===== src/rtl/onion_pwm_fade_engine.sv =====
`timescale 1ns/1ps
`default_nettype none
// +----------------------------------------------------------------------------+
// | onion_pwm_fade_engine : Wishbone PWM bank with hardware duty-cycle fading   |
// | Revision 1.0                                                               |
// +----------------------------------------------------------------------------+
module onion_pwm_fade_engine #(
  parameter int          NUM_CH       = 4,
  parameter int          ADDRWIDTH    = 10,
  parameter logic [31:0] DEF_RD_VALUE = 32'hDEF_FAB_AC
) (
  input  logic              WBs_CLK_i,
  input  logic              WBs_RST_n_i,
  input  logic [16:0]       WBs_ADR_i,
  input  logic              WBs_CYC_i,
  input  logic              WBs_STB_i,
  input  logic              WBs_WE_i,
  input  logic [3:0]        WBs_BYTE_STB_i,
  input  logic [31:0]       WBs_DAT_i,
  output logic [31:0]       WBs_DAT_o,
  output logic              WBs_ACK_o,
  output logic [NUM_CH-1:0] PWM_o
);

  localparam int WW = ADDRWIDTH - 2;

  logic [WW-1:0]         word_idx;
  logic                  req, wr_req, ctrl_wr, status_wr;
  logic                  ack_q;
  logic [31:0]           dat_q, rdata;
  logic                  en_q;
  logic [7:0]            prescale_q, presc_q, cnt_q;
  logic                  tick, period_end;
  logic [NUM_CH-1:0]     done_q, done_d, done_set, w1c, busy, pwm_d, pwm_q;
  logic [8*NUM_CH-1:0]   target_all, duty_all, interval_all;
  logic                  unused_bits;

  assign word_idx   = WBs_ADR_i[ADDRWIDTH-1:2];
  assign req        = WBs_CYC_i & WBs_STB_i & ~ack_q;
  assign wr_req     = req & WBs_WE_i;
  assign ctrl_wr    = wr_req && (word_idx == WW'(0));
  assign status_wr  = wr_req && (word_idx == WW'(1));
  assign unused_bits = ^{WBs_ADR_i[16:ADDRWIDTH], WBs_ADR_i[1:0],
                         WBs_DAT_i[31:24], WBs_BYTE_STB_i[3]};

  assign tick       = (presc_q == prescale_q);
  assign period_end = en_q & tick & (cnt_q == 8'hFF);

  assign w1c    = (status_wr & WBs_BYTE_STB_i[2]) ? WBs_DAT_i[16 +: NUM_CH] : '0;
  // A hardware set on the same edge as a W1C must survive.
  assign done_d = (done_q & ~w1c) | done_set;

  always_comb begin
    rdata = DEF_RD_VALUE;
    if (word_idx == WW'(0)) begin
      rdata = {16'h0, prescale_q, 7'h0, en_q};
    end else if (word_idx == WW'(1)) begin
      rdata = '0;
      rdata[NUM_CH-1:0]     = busy;
      rdata[16 +: NUM_CH]   = done_q;
    end
    for (int i = 0; i < NUM_CH; i++) begin
      if (word_idx == WW'(4 + i)) begin
        rdata = {8'h0, interval_all[8*i +: 8], duty_all[8*i +: 8], target_all[8*i +: 8]};
      end
    end
  end

  always_ff @(posedge WBs_CLK_i or negedge WBs_RST_n_i) begin
    if (!WBs_RST_n_i) begin
      ack_q      <= 1'b0;
      dat_q      <= '0;
      en_q       <= 1'b0;
      prescale_q <= '0;
      presc_q    <= '0;
      cnt_q      <= '0;
      done_q     <= '0;
      pwm_q      <= '0;
    end else begin
      ack_q  <= req;
      dat_q  <= (req & ~WBs_WE_i) ? rdata : '0;
      done_q <= done_d;
      pwm_q  <= pwm_d;
      if (ctrl_wr && WBs_BYTE_STB_i[0]) en_q       <= WBs_DAT_i[0];
      if (ctrl_wr && WBs_BYTE_STB_i[1]) prescale_q <= WBs_DAT_i[15:8];
      // Disabled timebase parks at zero so re-enable starts a fresh period.
      if (!en_q) begin
        presc_q <= '0;
        cnt_q   <= '0;
      end else begin
        presc_q <= tick ? 8'h00 : presc_q + 8'd1;
        if (tick) cnt_q <= cnt_q + 8'd1;
      end
    end
  end

  assign WBs_ACK_o = ack_q;
  assign WBs_DAT_o = dat_q;
  assign PWM_o     = pwm_q;

  for (genvar i = 0; i < NUM_CH; i++) begin : g_ch
    logic [7:0] target_q, duty_q, duty_d, interval_q, ivcnt_q, ivcnt_d, step_val;
    logic       cfg_wr, set_done;

    assign cfg_wr   = wr_req && (word_idx == WW'(4 + i));
    assign busy[i]  = (duty_q != target_q);
    assign step_val = (duty_q < target_q) ? duty_q + 8'd1 : duty_q - 8'd1;

    always_comb begin
      duty_d   = duty_q;
      ivcnt_d  = ivcnt_q;
      set_done = 1'b0;
      if (period_end) begin
        if (!busy[i]) begin
          ivcnt_d = '0;
        end else if (interval_q == 8'h00) begin
          duty_d   = target_q;
          ivcnt_d  = '0;
          set_done = 1'b1;
        end else if (ivcnt_q == interval_q - 8'd1) begin
          duty_d   = step_val;
          ivcnt_d  = '0;
          set_done = (step_val == target_q);
        end else begin
          ivcnt_d = ivcnt_q + 8'd1;
        end
      end
    end

    always_ff @(posedge WBs_CLK_i or negedge WBs_RST_n_i) begin
      if (!WBs_RST_n_i) begin
        target_q   <= '0;
        interval_q <= '0;
        duty_q     <= '0;
        ivcnt_q    <= '0;
      end else begin
        if (cfg_wr && WBs_BYTE_STB_i[0]) target_q   <= WBs_DAT_i[7:0];
        if (cfg_wr && WBs_BYTE_STB_i[2]) interval_q <= WBs_DAT_i[23:16];
        duty_q  <= duty_d;
        ivcnt_q <= ivcnt_d;
      end
    end

    assign done_set[i]              = set_done;
    assign pwm_d[i]                 = en_q && (cnt_q < duty_q);
    assign target_all[8*i +: 8]     = target_q;
    assign duty_all[8*i +: 8]       = duty_q;
    assign interval_all[8*i +: 8]   = interval_q;
  end

endmodule
`default_nettype wire


===== config.mk =====
export PLATFORM = sky130hd
export DESIGN_NAME = onion_pwm_fade_engine
export DESIGN_NICKNAME = d
export VERILOG_FILES = /design/src/rtl/onion_pwm_fade_engine.sv
export SDC_FILE = /design/constraint.sdc
export NUM_CORES = 1
export LEC_CHECK = 0
export CAP_MARGIN = 25
export CORE_MARGIN = 5
export CORE_UTILIZATION = 49
export DETAILED_ROUTE_END_ITERATION = 7
export GPL_TIMING_DRIVEN = 0
export PLACE_DENSITY_LB_ADDON = 0.2
export SLEW_MARGIN = 15
export SYNTH_ARGS = -nofsm -noshare
export SYNTH_HDL_FRONTEND = slang
export SYNTH_SLANG_ARGS = --single-unit

===== constraint.sdc =====
create_clock -name WBs_CLK_i -period 5.02 [get_ports WBs_CLK_i]
set_input_delay 0.753 -clock WBs_CLK_i [delete_from_list [all_inputs] [get_ports WBs_CLK_i]]
set_output_delay 0.753 -clock WBs_CLK_i [all_outputs]
set_load 0.1 [all_outputs]

=== Word-level counts from Yosys, hierarchy flattened ===
Cells that the tools add are included.

* Add/sub/neg operators: 18
* $lt $le $gt $ge: 8
* Equal/unequal tests: 20
* Muxes and demuxes: 52
* Bitwise gates (word level): 12
* Reductions and logical operators: 33

{| class="wikitable"
|+ Operators by type and width
! kind !! number
|-
| 32-bit 2-to-1 mux || 7
|-
| 8-bit 2-to-1 mux || 28
|-
| 8-bit by 1-bit adder with 8-bit output (second input constant) || 10
|-
| 8-bit == test || 9
|-
| 8-bit less-than comparator || 8
|-
| 8-bit by 1-bit subtractor with 8-bit output (second input constant) || 8
|-
| 8-bit zero test || 5
|-
| 8-bit by 3-bit == test with 1-bit output (second input constant) || 4
|-
| 8-bit inequality test || 4
|-
| 1-bit logical AND || 20
|-
| 1-bit 2-to-1 mux || 16
|-
| 3-bit AND reduction || 4
|-
| 8-bit by 1-bit == test with 1-bit output (second input constant) || 1
|-
| 8-bit == test (second input constant) || 1
|-
| 2-bit nonzero test || 4
|-
| 1-bit bitwise AND || 7
|-
| 4-bit bitwise AND || 1
|-
| 4-bit 2-to-1 mux || 1
|-
| 4-bit inverter || 1
|-
| 4-bit bitwise OR || 1
|-
| 2-bit by 1-bit inequality test with 1-bit output (second input constant) || 1
|-
| 1-bit inverter || 2
|}

* Register bits: 194
* Input bits: 58
* Output and inout port bits: 37
* Logic and storage cells: 167

=== Depth between registers and ports, before layout ===
* Depth in word-level cells: 9
* Depth in mapped cells: 16
* Gate-level depth less buffers: 16

=== Worst setup path after synthesis ===
Ideal clock, no wire load.

* Kind: register to register
* Start: register g_ch[2].target_q[6]
* End: register done_q[2]
* Setup time: 0.130 ns
* Data arrival time: 3.403 ns
* Data required time: 4.890 ns
* Slack: 1.487 ns
* Cell stages (with the launch flop): 16
* Buffers on the path: 0
* Path through: dfrtp_1 -> inv_1 -> ha_1 -> a21oi_1 -> nand2_1 -> a21o_1 -> nor2_1 -> inv_1 -> ha_1 -> a211oi_1 -> o21bai_1 -> or3_1 -> a31oi_1 -> nor3_1 -> o41ai_1 -> o21ai_0

* Cells in the longest elaborated chain, start to end: 8

{| class="wikitable"
|+ Ends and longest elaborated chain
! what !! line !! text
|-
| from (decl) || 102 || <nowiki>logic [7:0] target_q, duty_q, duty_d, interval_q, ivcnt_q, ivcnt_d, step_val;</nowiki>
|-
| from (signal assigned) || 137 || <nowiki>if (cfg_wr && WBs_BYTE_STB_i[0]) target_q <= WBs_DAT_i[7:0];</nowiki>
|-
| 8-bit less-than comparator || 107 || <nowiki>assign step_val = (duty_q < target_q) ? duty_q + 8'd1 : duty_q - 8'd1;</nowiki>
|-
| 8-bit 2-to-1 mux || 107 ||
|-
| 8-bit == test || 123 || <nowiki>set_done = (step_val == target_q);</nowiki>
|-
| 1-bit 2-to-1 mux || 120 || <nowiki>end else if (ivcnt_q == interval_q - 8'd1) begin</nowiki>
|-
| 1-bit 2-to-1 mux || 116 || <nowiki>end else if (interval_q == 8'h00) begin</nowiki>
|-
| 1-bit 2-to-1 mux * || 114 || <nowiki>if (!busy[i]) begin</nowiki>
|-
| 1-bit 2-to-1 mux * || 113 || <nowiki>if (period_end) begin</nowiki>
|-
| 4-bit bitwise OR * || 51 || <nowiki>assign done_d = (done_q & ~w1c) | done_set;</nowiki>
|-
| net done_d[2] || 34 || <nowiki>logic [NUM_CH-1:0] done_q, done_d, done_set, w1c, busy, pwm_d, pwm_q;</nowiki>
|-
| to (signal assigned) || 82 || <nowiki>done_q <= done_d;</nowiki>
|-
| to (decl) || 34 ||
|}

The timed path passes the listed nets; every way through them passes the cells marked *.
A chain may end at the register's enable or synchronous reset.

=== Worst setup path after layout ===
Ends and elaborated chain as after synthesis.

==> flow_metrics.py <==
metrics = {
    "status": {
        "status": "finished, final reports clean",
    },
    "global_route": {
        "antenna_found_initial": 0,
        "grt_pass1_vias": 10902,
        "overflow": 0,
        "grt_max_degree": 74,
        "grt_pass1_wl_um": 61300,
        "grt_usage_pct": 25.5,
    },
    "worst_setup_path": {
        "crit_fanout": 6,
        "startpoint": "g_ch[2].target_q[6]",
        "arrival_ns": 4.66,
        "reg2reg_slack_ns": 0.67,
        "worst-r2r-cell-count": 15,
        "crit_slowest_cell": "a31oi_1",
        "worst-setup-path-type": "register to register",
        "required_ns": 5.33,
        "crit_path_end_kind": "register",
        "cp_cell_sequence": "inv_1 > ha_1 > a21oi_1 > nand2_1 > a21o_1 > nor2_1 > inv_1 > ha_1 > a211oi_1 > o21bai_1 > or3_1 > a31oi_1 > nor3_1 > o41ai_1 > o21ai_0",
        "max_stage_delay_ns": 0.45,
        "endpoint": "done_q[2]",
        "r2r_end": "done_q[2]",
        "cp-start-kind": "register",
        "worstReg2RegStart": "g_ch[2].target_q[6]",
    },
    "clock_tree": {
        "post_cts_buffers": 0,
        "htreeDepth": 4,
        "cts_made_buffers": 17,
        "postCtsHoldBufs": 0,
        "cts_tree": "done",
        "insertion_delay_ns": 0.45,
        "clockRootBuffer": "clkbuf_16",
        "post_cts_resized": 0,
        "clk_pin_slew_worst_paths_ns": 0.08,
        "tritoncts_num_sinks": 187,
        "clockBufferDepth": 2,
    },
    "finish": {
        "drive_gt1_share_pct": 8.06,
        "diodes": 0,
        "fin_cells": 1892,
        "layout.nets": 1695,
        "final_cell_mix": "dfrtp_1 (187), nand2_1 (124), o21ai_0 (111), ha_1 (95), inv_1 (84)",
        "final_common_cell": "dfrtp_1",
        "syn2layout_area_growth_pct": 14.0,
        "final_area_mm2": 0.0150,
    },
    "yosys": {
        "synth_cell_types": 82,
        "ys.flop_type": "dfrtp_1",
        "ys_seq_area_share_pct": 35.6,
        "synth_top_area_share_pct": 35.6,
        "yosysWarningCount": 0,
        "yosys.area.top_type": "dfrtp_1",
        "ys_seq_elements": 187,
        "synthArstFlopShare_pct": 100,
        "synth_area_leaders": "dfrtp_1 (36%), ha_1 (9.0%), xnor2_1 (5.3%), o21ai_0 (4.2%), mux2_2 (3.9%)",
        "postSynthCellCount": 1443,
        "synth_edf_count": 0,
        "synthesis.area_mm2": 0.0131,
        "synth.avg_cell_area_um2": 9.10,
    },
    "timing": {
        "setup_viol": 0,
        "finalCritPeriodShare_pct": 86.6,
        "skew_ns": 0.0137,
        "rsz0062_at_grt": "no",
        "max_freq_mhz": 230,
        "worst_slew_pin_slew_ns": 1.04,
        "timing.hold.ws_ns": 0.190,
        "relSlewSlack_pct": 30.0,
        "finalCriticalPeriod_ns": 4.35,
        "hold_violations": 0,
        "slew_viol_final": 0,
    },
    "power_and_ir_drop": {
        "p_clk_share_pct": 45.4,
        "power_w": 0.00324,
        "pwr-share-comb_pct": 7.4,
        "intPower_w": 0.00243,
        "peakVddDrop_mv": 0.208,
        "p_leak_nw": 6.73,
        "swShare_pct": 25.0,
        "power_density_mw_per_mm2": 217,
        "p_switching_w": 0.000811,
        "power_frac_seq_pct": 47.2,
    },
    "floorplanning": {
        "ios": 95,
        "rows": 60,
        "die_height_um": 174,
        "start_util_pct": 49.3,
        "die_area_mm2": 0.0302,
        "core_mm2": 0.0267,
        "die_w_um": 174,
    },
    "drt": {
        "routedWlPerCell_um": 20.6,
        "drt-total-wl_um": 38900,
        "dr.pass1.iters": 6,
        "viasPerCell": 6.00,
        "drc": 0,
        "vias": 11355,
        "ant_nets": 0,
        "drt_iter0_markers": 1225,
    },
    "place": {
        "place_area_mm2": 0.0143,
        "placement.io_buffers": 72,
        "place.gp.congestion": 0.937,
        "dp_hpwl_um": 29900,
        "place_inst": 1859,
    },
    "hold_path": {
        "worstHoldPathType": "input port to asynchronous set/reset pin",
    },
    "job": {
        "max-cap-violations": 0,
    },
}
[kinds of logic (layout without fill, tap and decap cells)]
| logic type | after synthesis | count (layout) | share of synthesized area, % |
|---|---|---|---|
| AND/OR/NAND/NOR | 462 | 462 | 18.3 |
| AO/OA/AOI/OAI | 351 | 351 | 17.3 |
| flip-flops | 187 | 187 | 35.6 |
| buffers and inverters | 151 | 258 | 4.76 |
| XOR/XNOR | 107 | 107 | 7.34 |
| adder cells (fa/ha/maj) | 99 | 99 | 9.66 |
| multiplexers | 85 | 85 | 6.91 |
| other | 1 | 2 | 0.0285 |
[how the worst min path moves through the flow]
stage | depth (start not counted) | startpoint | to
5_1_grt | 1 | WBs_RST_n_i | g_ch[3].ivcnt_q[5]
3_3_place_gp | 2 | g_ch[3].ivcnt_q[7] | g_ch[3].ivcnt_q[7]
2_1_floorplan | 0 | WBs_RST_n_i | PWM_o[0]
4_1_cts | 1 | WBs_RST_n_i | g_ch[3].ivcnt_q[5]
3_5_place_dp | 2 | done_q[2] | done_q[2]
6_report | 1 | WBs_RST_n_i | g_ch[3].ivcnt_q[5]
[through the flow]
step	TNS, ns	worst slack (ns)	util (%)
2_1_floorplan	0	1.49	-
3_3_place_gp	-890.56	-4.79	53.6
3_5_place_dp	0	0.802	53.8
4_1_cts	0	0.719	56.2
5_1_grt	0	0.275	56.2
6_report	0	0.671	56.2
[power by group through the flow]
stage | Clock [W] | Sequential (W) | Combinational (W)
finish | 0.00147 | 0.00153 | 0.000240
global route | 0.00155 | 0.00153 | 0.000254
floorplan | 0 | 0.00160 | 0.0000756
detailed placement | 0 | 0.00156 | 0.000240
CTS | 0.00148 | 0.00153 | 0.000241
global placement | 0 | 0.00156 | 0.000232
[synth_stat cells (4+ instances only)]
cell	count
dfrtp_1	187
nand2_1	124
o21ai_0	111
ha_1	95
inv_1	84
nor2_1	80
xnor2_1	80
a21oi_1	66
clkbuf_1	47
mux2_2	45
nor3_1	42
mux2i_1	39
a211oi_1	37
nand3_1	34
a21o_1	33
xor2_1	25
nand2b_1	21
and3_1	20
nor2b_1	19
nand4_1	18
and2_1	15
or2_2	13
nor3b_1	12
or3_1	12
nor4_1	11
a211o_1	9
buf_2	8
o211ai_1	8
a31oi_1	7
and3b_1	7
buf_4	7
o21a_1	7
o31ai_1	7
or4_1	7
o2111ai_1	6
a2111oi_0	5
a222oi_1	5
a22oi_1	5
and4_1	5
o21ai_1	5
a221oi_1	4
a311oi_1	4
fa_1	4
[sequential cells by signal, summed over array words and instances (netlist names)]
signal           cells
PWM_o                4
WBs_ACK_o            1
WBs_DAT_o           25
cnt_q                8
done_q               4
en_q                 1
g_ch.duty_q         32
g_ch.interval_q     32
g_ch.ivcnt_q        32
g_ch.target_q       32
presc_q              8
prescale_q           8
[routing by layer]
| metal | GRT usage [%] | part of all wire, % | vias to the layer above |
|---|---|---|---|
| li1 | - | - | 5378 |
| met1 | 34.7 | 44 | 5515 |
| met2 | 42.2 | 47 | 388 |
| met3 | 3.38 | 6.5 | 74 |
| met4 | 8.74 | 3.0 | 0 |
| met5 | 0 | 0 | - |
[critical path: cells and delay by family (launching register included)]
family	cells	cell delay, ns
AOI/OAI and AO/OA	7	1.85
adders and majority gates	2	0.67
DFF	1	0.42
buffers and inverters	2	0.36
and+or+nand+nor	4	0.90
[final cells by class]
cell class              instances  area (um2)
well taps                     341         427
clock inverters                12         183
flip-flops and latches        187        4680
inverters                      84         315
multi-input cells            1106        7840
plain buffers                  67         310
fillers                      2346       11700
clock buffers                  20         437
repair buffers                 75         786
No activity file was read; power rests on OpenSTA's default activity.
